$ cat src/rtl/bird_pkg.sv
// Shared encodings for the bird vertical-motion controller.
// Latency: n/a (constants and types only).
// Backpressure: n/a.
package bird_pkg;

  // Controller state, exported on the state output.
  typedef enum logic [1:0] {
    IDLE = 2'd0,
    FLY  = 2'd1,
    DEAD = 2'd2
  } state_t;

  // Motion mode select.
  localparam logic MODE_MANUAL = 1'b0;
  localparam logic MODE_PHYS   = 1'b1;

endpackage

$ cat src/rtl/flap_latch.sv
// Flap latch: rising edge of the up button sets a pending flag, held until consumed.
// Latency: pending reflects a new edge combinationally in the same cycle; held flag is registered.
// Backpressure: none; a held button yields a single flap, further edges while pending merge.
module flap_latch (
  input  logic clk10,
  input  logic clr,
  input  logic up,
  input  logic consume,
  output logic pending
);

  logic r_up_q;
  logic r_pending;
  logic w_edge;

  assign w_edge  = up & ~r_up_q;
  // An edge arriving together with a consuming tick is used by that tick.
  assign pending = r_pending | w_edge;

  // Button history and pending flag; cleared on reset, flag dropped on consume.
  always_ff @(posedge clk10) begin
    if (!clr) begin
      r_up_q    <= 1'b0;
      r_pending <= 1'b0;
    end else begin
      r_up_q    <= up;
      r_pending <= pending & ~consume;
    end
  end

endmodule

$ cat src/rtl/bird_motion.sv
// Bird vertical-motion controller: manual stepping or gravity/flap physics, clamped to the playfield.
// Latency: position/velocity/state/hit pulses are registered, visible one cycle after the tick.
// Backpressure: none; motion advances only on tick, game_end freezes the bird until clr.
module bird_motion
  import bird_pkg::*;
#(
  parameter int Y_WIDTH  = 10,
  parameter int V_WIDTH  = 6,
  parameter int Y_INIT   = 70,
  parameter int Y_MIN    = 15,
  parameter int Y_MAX    = 465,
  parameter int STEP     = 6,
  parameter int GRAVITY  = 1,
  parameter int FLAP_VEL = 6,
  parameter int V_MAX    = 8
) (
  input  logic                      clk10,
  input  logic                      clr,
  input  logic                      tick,
  input  logic                      mode,
  input  logic                      game_end,
  input  logic                      up,
  input  logic                      down,
  output logic [Y_WIDTH-1:0]        bird_y_pos,
  output logic signed [V_WIDTH-1:0] bird_vel,
  output logic [1:0]                state,
  output logic                      hit_ceiling,
  output logic                      hit_floor
);

  // Two guard bits so position +/- velocity or step never wraps.
  localparam int YE = Y_WIDTH + 2;

  localparam logic signed [YE-1:0]      C_YMIN   = YE'(Y_MIN);
  localparam logic signed [YE-1:0]      C_YMAX   = YE'(Y_MAX);
  localparam logic signed [YE-1:0]      C_STEP   = YE'(STEP);
  localparam logic [Y_WIDTH-1:0]        C_YINIT  = Y_WIDTH'(Y_INIT);
  localparam logic [Y_WIDTH-1:0]        C_YMIN_O = Y_WIDTH'(Y_MIN);
  localparam logic [Y_WIDTH-1:0]        C_YMAX_O = Y_WIDTH'(Y_MAX);
  localparam logic signed [V_WIDTH:0]   C_GRAV_E = (V_WIDTH+1)'(GRAVITY);
  localparam logic signed [V_WIDTH:0]   C_VMAX_E = (V_WIDTH+1)'(V_MAX);
  localparam logic signed [V_WIDTH-1:0] C_VMAX   = V_WIDTH'(V_MAX);
  localparam logic signed [V_WIDTH-1:0] C_FLAP   = V_WIDTH'(-FLAP_VEL);

  state_t                      r_state;
  logic [Y_WIDTH-1:0]          r_y;
  logic signed [V_WIDTH-1:0]   r_vel;
  logic                        r_hit_c;
  logic                        r_hit_f;

  state_t                      w_state_nxt;
  logic [Y_WIDTH-1:0]          w_y_nxt;
  logic signed [V_WIDTH-1:0]   w_vel_nxt;
  logic                        w_hit_c_nxt;
  logic                        w_hit_f_nxt;
  logic                        w_consume;
  logic                        w_pending;

  logic signed [V_WIDTH:0]     w_v_inc;
  logic signed [V_WIDTH-1:0]   w_v_phys;
  logic signed [YE-1:0]        w_y_ext;
  logic signed [YE-1:0]        w_vp_ext;
  logic signed [YE-1:0]        w_y_phys;
  logic signed [YE-1:0]        w_y_up;
  logic signed [YE-1:0]        w_y_dn;

  flap_latch u_flap_latch (
    .clk10   (clk10),
    .clr     (clr),
    .up      (up),
    .consume (w_consume),
    .pending (w_pending)
  );

  // Candidate moves: physics velocity/position and manual up/down steps.
  assign w_v_inc  = $signed({r_vel[V_WIDTH-1], r_vel}) + C_GRAV_E;
  assign w_v_phys = w_pending ? C_FLAP :
                    (w_v_inc > C_VMAX_E) ? C_VMAX : w_v_inc[V_WIDTH-1:0];
  assign w_y_ext  = $signed({2'b00, r_y});
  assign w_vp_ext = YE'(w_v_phys);
  assign w_y_phys = w_y_ext + w_vp_ext;
  assign w_y_up   = w_y_ext - C_STEP;
  assign w_y_dn   = w_y_ext + C_STEP;

  // Next-state, next-position and clamp decisions; game_end wins over tick.
  always_comb begin
    w_state_nxt = r_state;
    w_y_nxt     = r_y;
    w_vel_nxt   = r_vel;
    w_hit_c_nxt = 1'b0;
    w_hit_f_nxt = 1'b0;
    w_consume   = 1'b0;
    if (game_end) begin
      w_state_nxt = DEAD;
    end else if (tick) begin
      case (r_state)
        IDLE: begin
          // Physics start leaves the flap pending so it applies on the next tick.
          if (mode == MODE_PHYS) begin
            if (w_pending) w_state_nxt = FLY;
          end else if (up || down) begin
            w_state_nxt = FLY;
          end
        end
        FLY: begin
          if (mode == MODE_PHYS) begin
            w_consume = w_pending;
            if (w_y_phys < C_YMIN) begin
              w_y_nxt     = C_YMIN_O;
              w_vel_nxt   = '0;
              w_hit_c_nxt = 1'b1;
            end else if (w_y_phys > C_YMAX) begin
              w_y_nxt     = C_YMAX_O;
              w_vel_nxt   = '0;
              w_hit_f_nxt = 1'b1;
              w_state_nxt = DEAD;
            end else begin
              w_y_nxt   = w_y_phys[Y_WIDTH-1:0];
              w_vel_nxt = w_v_phys;
            end
          end else begin
            w_vel_nxt = '0;
            if (up && !down) begin
              if (w_y_up < C_YMIN) begin
                w_y_nxt     = C_YMIN_O;
                w_hit_c_nxt = 1'b1;
              end else begin
                w_y_nxt = w_y_up[Y_WIDTH-1:0];
              end
            end else if (down && !up) begin
              if (w_y_dn > C_YMAX) begin
                w_y_nxt     = C_YMAX_O;
                w_hit_f_nxt = 1'b1;
              end else begin
                w_y_nxt = w_y_dn[Y_WIDTH-1:0];
              end
            end
          end
        end
        default: ;
      endcase
    end
  end

  // State and output registers with synchronous active-low reset.
  always_ff @(posedge clk10) begin
    if (!clr) begin
      r_state <= IDLE;
      r_y     <= C_YINIT;
      r_vel   <= '0;
      r_hit_c <= 1'b0;
      r_hit_f <= 1'b0;
    end else begin
      r_state <= w_state_nxt;
      r_y     <= w_y_nxt;
      r_vel   <= w_vel_nxt;
      r_hit_c <= w_hit_c_nxt;
      r_hit_f <= w_hit_f_nxt;
    end
  end

  assign bird_y_pos  = r_y;
  assign bird_vel    = r_vel;
  assign state       = r_state;
  assign hit_ceiling = r_hit_c;
  assign hit_floor   = r_hit_f;

endmodule
$ cat config.mk
export PLATFORM = sky130hd
export DESIGN_NAME = bird_motion
export DESIGN_NICKNAME = d
export VERILOG_FILES = /design/src/rtl/bird_pkg.sv /design/src/rtl/flap_latch.sv /design/src/rtl/bird_motion.sv
export SDC_FILE = /design/constraint.sdc
export NUM_CORES = 1
export LEC_CHECK = 0
export ABC_CLOCK_PERIOD_IN_PS = 4600
export CORE_MARGIN = 1.5
export CORE_UTILIZATION = 55
export DETAILED_ROUTE_END_ITERATION = 7
export PLACE_DENSITY = 0.78
export REMOVE_ABC_BUFFERS = 1
export SYNTH_ARGS = -nofsm -noshare
export SYNTH_HDL_FRONTEND = slang
export SYNTH_SLANG_ARGS = --single-unit
$ cat constraint.sdc
create_clock -name clk10 -period 4.6 [get_ports clk10]
set_input_delay 0.92 -clock clk10 [delete_from_list [all_inputs] [get_ports clk10]]
set_output_delay 0.92 -clock clk10 [all_outputs]
set_load 0.05 [all_outputs]
# After elaboration in Yosys (flattened, before gate mapping)
# Cells that the tools add are included.
# W data, S select, Z words.
# totals
ff_bits,22
input_bits,7
out_inout_bits,20
word_cells,88
# classes
n_addsub,4
order_cmp,5
eq_ne,11
n_mux,35
bitwise_logic,9
reduce_logical,16
# ops
cell,n
$mux W10,7
$mux W6,5
$mux W2,8
$mux W1,14
$reduce_and A7 Y1,2
$add A11 B6 Y12,1
$gt A12 B10 Y1 const B,1
$lt A12 B5 Y1 const B,1
$ne A3 B3 Y1 const B,4
$add A10 B3 Y11 const B,1
$gt A11 B9 Y1 const B,1
$lt A11 B5 Y1 const B,1
$sub A10 B3 Y11 const B,1
$add A6 B2 Y7 const B,1
$gt A7 B5 Y1 const B,1
$ne A2 B2 Y1 const B,3
$not A1 Y1,6
$reduce_bool A3 Y1,2
$ne A4 B3 Y1 const B,1
$ne A4 B4 Y1 const B,1
$pmux W2 S2,1
$reduce_and A4 Y1,1
$reduce_bool A2 Y1,2
$reduce_or A4 Y1,1
10 further kinds,13

# Logic depth before layout (Yosys ltp)
# logic_depth
depth_word,12
mapped_depth,18
mapped_depth_nobuf,17

# Modules after synthesis
# Synthesis repeated with hierarchy kept, for this count alone.
# hier_totals
hier_cells,346
area_unflattened_um2,2566.2
# modules_own_cells
module,n_inst,cells_per_inst,area_each_um2,seq_area_each_um2
bird_motion,1,339,2484.9,400.4
flap_latch,1,7,81.3,40.0

# Worst setup path after synthesis
# Ideal clock, no wire load.
# synth_path
path_type,reg2reg
start,"register r_vel[0], in the netlist bird_vel[0]"
end,"register r_vel[5], in the netlist bird_vel[5]"
setup_ns,0.117
t_arrival_ns,4.354
required_ns,4.483
slack_ns,0.128
path_stages_with_launch,19
path_buffers,1
synth_period_minus_slack_ns,4.472
cell_sequence,dfxtp_1 ha_1 xnor2_1 a21oi_1 o21bai_1 a221oi_1 nand2b_1 nor2_1 ha_1 fa_1 a211oi_1 o211ai_1 nand3_1 nor3_1 a2111oi_0 o31ai_2 and2_4 buf_6 a32o_1
# synth_via
elab_chain_len,9
elab_cells_between_ends,10
cone_classes,2 x add/sub; 3 x order compare; 5 x mux
# synth_rtl
element,line_no,source
start: declaration,bird_motion.sv:47,logic signed [V_WIDTH-1:0] r_vel;
start signal: assignment,bird_motion.sv:156,r_vel <= w_vel_nxt;
$add A6 B2 Y7 (*),bird_motion.sv:76,"assign w_v_inc = $signed({r_vel[V_WIDTH-1], r_vel}) + C_GRAV_E;"
$gt A7 B5 Y1,bird_motion.sv:78,(w_v_inc > C_VMAX_E) ? C_VMAX : w_v_inc[V_WIDTH-1:0];
$mux W6 (*),bird_motion.sv:78,
$mux W6 (*),bird_motion.sv:77,assign w_v_phys = w_pending ? C_FLAP :
$add A11 B6 Y12,bird_motion.sv:81,assign w_y_phys = w_y_ext + w_vp_ext;
$gt A12 B10 Y1,bird_motion.sv:112,end else if (w_y_phys > C_YMAX) begin
$mux W6,bird_motion.sv:112,
$mux W6 (*),bird_motion.sv:108,if (w_y_phys < C_YMIN) begin
$mux W6 (*),bird_motion.sv:106,if (mode == MODE_PHYS) begin
# Mark *: on every way between the ends. The rest lies on a longest branch, timed or not.
# A chain may end at the register's enable or synchronous reset.

# Worst setup path in the final report
# layout_path
start,"register r_vel[0], in the netlist bird_vel[0]"
end,"register r_vel[4], in the netlist bird_vel[4]"
# The elaborated chain is that of the path after synthesis.

==> results_dict.tcl <==
set metrics [dict create \
    outcome "completed" \
    clk_pin_slew_ns 0.09 \
    cp.arrival_ns 4.47 \
    drc 0 \
    ys_seq_area_share_pct 18.4 \
    fin_util_pct 70.5 \
    rsz0062_at_grt "no" \
    synth_top_cell_area_share_pct 18.4 \
    clockBufferDepth 2 \
    io_pins 27 \
    dp_hpwl_um 5530 \
    dpl-instance-area_sq_um 2800 \
    yosys.area_share.adder_pct 10.3 \
    synth_top_flop_cell "dfxtp_1" \
    crit_path_max_fanout 9 \
    synth-simple-area-share_pct 21.9 \
    grt_max_degree 17 \
    ir_drop_mv 0.137 \
    finClkSkew_ns 0.00291 \
    worst_slew_pin_slew_ns 0.756 \
    core_area_sq_um 4090 \
    crit_family "compound AO/OA/AOI/OAI gates" \
    cp.required_ns 4.77 \
    met1_length_um 3230 \
    async_reset_ff_share_pct 0 \
    grt.overflow.total 0 \
    syn_avg_cell_area_sq_um 7.74 \
    hold_class "flip-flop to flip-flop" \
    synthesis.area_sq_um 2390 \
    worstPathBufferInverterCount 2 \
    criticalPathCategory "flip-flop to flip-flop" \
    synth_compound_area_share_pct 37.2 \
    grt_pass1_wl_um 11400 \
    grt_use_total_pct 32.4 \
    cp_slowest_cell "fa_1" \
    synth.distinct_cells 65 \
    slew_headroom_pct 49.2 \
    syn_inst 309 \
    leakagePower_nw 1.12 \
    area_growth_pct 20.5 \
    drv_cap 0 \
    ys_seq_elements 22 \
    numCtsBuffers 3 \
    fin_setup_tns_ns 0 \
    finalCriticalPeriod_ns 4.30 \
    ff2ff_setup_slack_ns 0.30 \
    die-area_sq_um 4750 \
    met2WireLength_um 3470 \
    routed_wl_um 7230 \
    max_freq_mhz 232 \
    fin_crit_sh_pct 93.5 \
    power.share.switching_pct 36.7 \
    routed.top_layer "met4" \
    clockRootBuffer "clkbuf_8" \
    port_buffers 26 \
    gp_congestion 0.920 \
    fillCellCount 360 \
    internal-power_w 0.000360 \
    antenna_cells 0 \
    yosysWarnings 0 \
    pwr-share-comb_pct 38.4 \
    wl_met3_um 407 \
    h-tree-depth 1 \
    dieWidth_um 68.9 \
    powerDensity_nw_per_um2 197 \
    hold_viol_final 0 \
    start_util_pct 58.5 \
    vias 2628 \
    synth_xor_area_share_pct 6.96 \
    post_drt_wl_per_cell_um 18.2 \
    synth_area_leader_cell "dfxtp_1" \
    vias_per_cell 6.62 \
    cts_sinks 22 \
    final_cell_mix "clkdlybuf4s50_1 (26), nor2_1 (23), nand2_1 (22), a21oi_1 (22), dfxtp_1 (20)" \
    crit_chain "ha_1, xnor2_1, a21oi_1, o21bai_1, a221oi_2, nand2b_1, nor2_1, ha_1, fa_1, a211oi_1, o211ai_1, nand3_1, buf_4, nor3_1, a2111oi_0, buf_4, o31ai_2, and2_4, a32o_1" \
    seqPwrFrac_pct 35.1 \
    drt.antenna.violating_nets 0 \
    synth.top_cells.by_area "dfxtp_1 (18%), ha_1 (9.4%), a21oi_1 (4.6%)" \
    clkPwrFrac_pct 26.5 \
    slew_violations 0 \
    endpoint_kind "flip-flop" \
    drt_pass1_iterations 5 \
    start_kind "flip-flop" \
    place_inst 393 \
    synth_top_family_by_area "compound AO/OA/AOI/OAI gates" \
    die_h_um 68.9 \
    setup_viol 0 \
    mostFrequentLayoutCell "clkdlybuf4s50_1" \
    fin_cells 397 \
    cts_tree "done" \
    synth-edff-count 0 \
    antenna_found_initial 0 \
    grt_pass1_vias 2331 \
    drt_iter0_markers 220 \
    p_switching_w 0.000209 \
    finalPower_w 0.000568 \
    fin_area_sq_um 2880 \
    synthMuxAreaShare_pct 0.837 \
    clk_latency_ns 0.27 \
    rows 23 \
    critPathMaxStageDelay_ns 0.43 \
    drive_gt1_share_pct 11.0 \
    fin_nets 374 \
]
metrics by stage:
| step | worst slack, ns | hold WS, ns |
|---|---|---|
| finish | 0.297 | 0.558 |
| global route | 0.00945 | 0.594 |
| CTS | 0.154 | 0.591 |
| detailed placement | 0.185 | 0.566 |
| global placement | 0.197 | 0.566 |
| floorplan | 0.217 | 0.590 |
power groups by stage:
stage	Combinational (W)	Sequential (W)	Clock (W)
after floorplan	0.000134	0.000209	0
after global placement	0.000205	0.000203	0
after detailed placement	0.000207	0.000203	0
after CTS	0.000208	0.000199	0.000149
after global routing	0.000237	0.000200	0.000157
final	0.000218	0.000199	0.000151
worst paths after layout:
check        depth (start not counted)         from          end
max                                 19  bird_vel[0]  bird_vel[4]
min                                  1  bird_vel[1]  bird_vel[1]
max reg2reg                         19  bird_vel[0]  bird_vel[4]
min reg2reg                          1  bird_vel[1]  bird_vel[1]
area by class of cell:
type | count | area (sq um) | share of cell area (%)
multi-input combinational | 261 | 1860 | 64.7
sequential | 22 | 443 | 15.4
timing repair buffer | 44 | 395 | 13.7
tap | 50 | 62.6 | 2.17
inverter | 16 | 60.1 | 2.09
clock buffer | 4 | 55.1 | 1.91
cell usage after synthesis (2+ instances only):
master,count
o211ai_1,7
nand4_1,4
a21boi_1,2
a221oi_1,3
a21o_1,7
clkbuf_1,8
a2111oi_0,5
nor2b_1,4
o22ai_1,3
o31a_1,3
xor2_1,7
xnor2_1,12
a21oi_1,22
mux2i_1,2
ha_1,18
nor4_1,3
dfxtp_1,22
nand2_1,22
a221oi_2,2
o21ai_0,16
and3_1,4
o21ai_1,4
o2bb2ai_1,2
a32o_1,6
nand3_1,10
a211o_1,3
o31ai_1,2
and2_4,2
o221ai_1,3
nor2_1,23
inv_1,15
a31oi_1,5
a211oi_1,4
o21bai_1,2
o21a_1,4
nor3_1,14
nor3b_1,2
nand2b_1,4
and2_1,2
timing repair:
| item | 4_1_cts | 5_1_grt |
|---|---|---|
| setup endpoints to repair | 0 | 15 |
| hold endpoints to repair | 0 | 0 |
| setup buffers | 0 | 0 |
| resized for setup | 0 | 6 |
| hold buffers | 0 | 0 |
per-layer routing:
layer	vias up	GRT usage, %
li1	1264	-
met1	1240	41.5
met2	112	57.2
met3	12	3.57
met4	0	8.58
met5	-	0
flip-flops by register name, summed over array words and instances, names as in the netlist:
name	cells
hit_floor	1
u_flap_latch.r_up_q	1
bird_vel	6
bird_y_pos	10
u_flap_latch.r_pending	1
hit_ceiling	1
state	2
cell families (layout without fill, tap and decap cells):
family                     Yosys count  count (layout)
AOI/OAI and AO/OA                  118             118
and+or+nand+nor                    103             103
buffers and inverters               26              64
DFF                                 22              22
adders and majority gates           19              19
xor gates and xnor gates            19              19
muxes                                2               2
Note: power is estimated with default switching activity, not from simulation.
==> edit 1, RTL diff (same settings) <==
The parameter `Y_WIDTH` goes from 10 to 14.
--- a/src/rtl/bird_motion.sv
+++ b/src/rtl/bird_motion.sv
@@ -6,3 +6,3 @@
 #(
-  parameter int Y_WIDTH  = 10,
+  parameter int Y_WIDTH  = 14,
   parameter int V_WIDTH  = 6,
Ports: changed (resized bird_y_pos); port bits go from 27 to 31. No check against the original RTL was run, so the function may have changed too.
==> edit 1 against the unedited design <==
  * Non-clock buffer count up 42
  * Critical endpoint is now bird_vel[2]
  * Worst setup slack worse by 0.087 ns
  * Synthesized area up 20%
  * Sequential cell count up 4
  * Register-to-register slack worse by 0.07 ns
  * Synthesized cell count up 25%
  * Combinational power up 7%
  * Total power up 16%
  * Routed wire length up 19%
  * Sequential share of layout area down 1.2 points
  * First-iteration DRC count up 0.91%
  * Design area up 29%
==> edit 1: results (changes against the unedited design) <==
Distinct cells, synth=66 (was 65); final net count=487 (was 374); Global Route Usage Sum=30.9% (was 32.4%); GR met1 Demand/Resource=39.3% (was 41.5%); WP data arrival=4.58 ns (was 4.47 ns); status=finished, final reports clean (unchanged); CP max FO=4 (was 9); ANT cells=0 (unchanged); WL met2=4380 um (was 3470 um); WHS Endpoint=state[0] (was bird_vel[1]); Worst Hold Launch=state[1] (was bird_vel[1]); routed wire length=8630 um (was 7230 um); total setup buffers inserted after CTS=0 (unchanged); layout cell share with drive strength beyond 1=18.9% (was 11.0%); max reg flops=14 (was 10); first-pass GRT wire length=13600 um (was 11400 um); reg2reg end=bird_vel[2] (was bird_vel[4]); I/O Buffers=30 (was 26); critical path's largest stage delay=0.54 ns (was 0.43 ns); WL/cell=16.4 um (was 18.2 um); synth top area cells=dfxtp_1 (18%), ha_1 (9.6%), a21oi_1 (6.1%) (was dfxtp_1 (18%), ha_1 (9.4%), a21oi_1 (4.6%)); Pleak=0.00156 uW (was 0.00112 uW); CP max stage cell=or4_4 (was fa_1); largest net degree at the start of global routing=20 (was 17); routed vias/inst=6.26 (was 6.62); Avg Cell Area, Syn=7.42 sq um (was 7.74 sq um); violation count after the first detailed-route iteration=222 (was 220); reg2reg path depth=20 (was 19); M2 GR Usage=54.2% (was 57.2%); CTS resizes=2 (was 0); worst vdd ir=0.188 mV (was 0.137 mV); Placement Cell Area=0.00357 sq mm (was 0.00280 sq mm); register area share after synthesis=18.2% (was 18.4%); clk_skew=0.00975 ns (was 0.00291 ns); Hold Slack=0.536 ns (was 0.558 ns); Reg2Reg Setup Slack=0.23 ns (was 0.30 ns); routability congestion estimate=0.955 (was 0.920); initial antenna violation count=0 (unchanged); synth cell count leaders=a21oi_1 (35), nand2_1 (27), dfxtp_1 (26), o21ai_0 (26), nor2_1 (24) (was nor2_1 (23), a21oi_1 (22), dfxtp_1 (22), nand2_1 (22), ha_1 (18)); cell family with most CP delay=simple AND/OR/NAND/NOR gates (was compound AO/OA/AOI/OAI gates); Met1 Wirelength=3560 um (was 3230 um); r2r startpoint=bird_vel[0] (unchanged); DP Worst Slack=-0.169 ns (was 0.185 ns); met3 Use GR=3.88% (was 3.57%); final critical-path required period=4.39 ns (was 4.30 ns); Root Buffer=clkbuf_8 (unchanged); Setup crit start=up (was bird_vel[0]); Inst Count DP=519 (was 393); met3 wire len=550 um (was 407 um); vias in the first global route=2911 (was 2331); clk_lat worst skew=0.28 ns; Rel. slew slack=45.6% (was 49.2%); Final HPWL DP=6630 um (was 5530 um); Post-synth top flop=dfxtp_1 (unchanged)
## edit 1: changes by cell type after synthesis, sizes merged, moves of 5 or more
cell	delta
nor2b	+6
a32o	-6
clkbuf	+8
or3	+6
a21oi	+13
nand2	+5
o21ai	+7
o21a	+9
## edit 1: cell families (layout without fill, tap and decap cells)
group                      after synthesis  after routing  share of synthesized area (%)
adders and majority gates               23             23                           10.3
AOI/OAI and AO/OA                      150            150                           36.7
xor gates and xnor gates                18             18                           5.50
and+or+nand+nor                        128            128                           23.4
buffers and inverters                   39            109                           5.24
muxes                                    2              2                          0.743
DFF                                     26             26                           18.2
## edit 1: power breakdown
part           switching (uW)  leakage [uW]  total (uW)  internal (uW)
Sequential               3.81      0.000212         231            227
Combinational             126       0.00132         234            108
Clock                    78.1     0.0000357         195            117
## edit 1: final cells by class
cell class,count,area (sq um)
Timing Repair Buffer,86,721
Inverter,19,71.3
Fill cell,414,1360
Multi-Input combinational cell,321,2240
Clock inverter,1,30.0
Tap cell,70,87.6
Sequential cell,26,527
Clock buffer,3,41.3
==> edit 2, RTL diff (config.mk and constraints unchanged) <==
Made on the original files. Register the output `bird_vel` once more, without a reset; this adds one clock of latency there. The other outputs are not delayed to match.
--- a/src/rtl/bird_motion.sv
+++ b/src/rtl/bird_motion.sv
@@ -162,3 +162,5 @@
   assign bird_y_pos  = r_y;
-  assign bird_vel    = r_vel;
+  always_ff @(posedge clk10) begin
+    bird_vel <= r_vel;
+  end
   assign state       = r_state;
Formal check against the unedited RTL: not equivalent (a bounded check fails within 4 cycles, from zero or initial values).
==> edit 2 against the unedited design <==
  * Worst setup slack improved by 0.011 ns
  * Design area rose by 3.5%
  * Synthesized area rose by 8.3%
  * First-iteration DRC count down 19%
  * Sequential share of layout area is 3.4 points higher
  * Register-to-register slack better by 0.04 ns
  * Total power is 0.88% higher
  * Sequential cell count rose by 6
  * Routed wire length decreased by 5.8%
  * Clock skew grew 0.014 ns
  * Critical path type is now in2reg
  * Largest cell class unchanged
  * Largest power group is now registers
==> edit 2: results (changes against the unedited design) <==
TritonRoute pass-1 iters=7 (was 5); Inst Count DP=401 (was 393); routed vias/inst=6.51 (was 6.62); layout cell share with drive strength beyond 1=8.81% (was 11.0%); H-Tree Depth=1 (unchanged); WHS Endpoint=bird_vel[5] (was bird_vel[1]); ys async rst share=0% (unchanged); Root Buffer=clkbuf_8 (unchanged); critical path's largest stage delay=0.44 ns; ANT cells=0 (unchanged); Worst Hold Launch=r_vel[5] (was bird_vel[1]); Pleak=0.00114 uW (was 0.00112 uW); worst vdd ir=0.115 mV (was 0.137 mV); HP Class=reg2reg (unchanged); first-pass GRT wire length=11200 um (was 11400 um); Least-Margin Pin Slew=0.966 ns (was 0.756 ns); CP max FO=12 (was 9); Clk pin slew, worst setup/hold paths=0.08 ns; synth top area cells=dfxtp_1 (22%), ha_1 (8.7%), a21oi_1 (4.8%) (was dfxtp_1 (18%), ha_1 (9.4%), a21oi_1 (4.6%)); reg2reg path depth=17 (was 19); max reg flops=10 (unchanged); Hold Slack=0.431 ns (was 0.558 ns); Global Route Usage Sum=26.9% (was 32.4%); violation count after the first detailed-route iteration=178 (was 220); I/O Buffers=26 (unchanged); r2r startpoint=r_vel[1] (was bird_vel[0]); CTS Buf Count=3 (unchanged); via count=2629 (was 2628); largest net degree at the start of global routing=17 (unchanged); reg2reg end=r_vel[1] (was bird_vel[4]); status=finished, final reports clean (unchanged); synth cell count leaders=dfxtp_1 (28), nor2_1 (27), a21oi_1 (25) (was nor2_1 (23), a21oi_1 (22), dfxtp_1 (22), nand2_1 (22), ha_1 (18)); CTS Buffer Depth=2 (unchanged); Yosys warnings=0 (unchanged); clk_skew=0.0169 ns (was 0.00291 ns); clk_lat worst skew=0.28 ns; post-route setup slack=0.308 ns (was 0.297 ns); WP data arrival=4.45 ns (was 4.47 ns); CP max stage cell=clkdlybuf4s50_1 (was fa_1); Final HPWL DP=5140 um (was 5530 um); initial antenna violation count=0 (unchanged); Placement Cell Area=0.00293 sq mm (was 0.00280 sq mm); Reg2Reg Setup Slack=0.34 ns (was 0.30 ns); hold depth=0 (was 1); register area share after synthesis=21.7% (was 18.4%); DP Worst Slack=-0.112 ns (was 0.185 ns); final net count=380 (was 374); vias in the first global route=2278 (was 2331); routed wire length=6810 um (was 7230 um); total setup buffers inserted after CTS=0 (unchanged); Avg Cell Area, Syn=7.97 sq um (was 7.74 sq um); Distinct cells, synth=69 (was 65); routability congestion estimate=0.908 (was 0.920); Post-synth top flop=dfxtp_1 (unchanged)
## edit 2: cell types whose count changed in the layout (fill, tap and decap cells not counted), sizes merged, moves of 6 or more
cell and change:
buf -6, dfxtp +6, nand2 -10, nor3 -6, o21ai +7, or3 +8, xnor2 -6
## edit 2: area by class of cell
class,instances,area (sq um)
Multi-Input combinational cell,270,1910
Fill cell,401,1460
Sequential cell,28,561
Timing Repair Buffer,38,350
Tap cell,52,65.1
Inverter,13,48.8
Clock buffer,3,41.3
## edit 2: routing by layer
layer	routed length [um]	global-route usage, %	vias to the layer above
met4	86	5.87	0
met3	422	3.09	7
met1	3220	39.2	1240
met5	0	0	-
li1	-	-	1298
met2	3080	42.9	84
## edit 2: worst max-delay path by stage
stage,start,depth (start not counted),endpoint
CTS,up,12,r_vel[1]
detailed placement,up,12,r_vel[1]
global placement,up,12,r_vel[2]
global route,r_vel[1],17,r_vel[2]
floorplan,up,11,r_vel[3]
finish,up,13,r_vel[1]
## edit 2: cell families (layout without fill, tap and decap cells)
logic type	count (synthesis)	count (layout)	synth area share, %
AOI/OAI and AO/OA	124	124	34.5
and+or+nand+nor	111	111	24.0
DFF	28	28	21.7
buffers and inverters	27	54	4.69
adders and majority gates	19	19	9.47
xor gates and xnor gates	11	11	3.72
muxes	5	5	1.98
## edit 2: where the power goes
part	internal (uW)	switching, uW
Clock	58.8	73.1
Combinational	79.6	113
Sequential	245	3.88
## edit 2: timing repair
action                     in CTS  in global routing
setup endpoints to repair       0                 15
gates resized for setup         0                  2
hold buffers                    0                  0
## edit 2: worst max-delay path, delay by kind of cell
kind / cells / cell delay [ns]
AOI/OAI and AO/OA: 7 / 1.74
and+or+nand+nor: 3 / 0.81
buffers and inverters: 2 / 0.63
adders and majority gates: 1 / 0.35
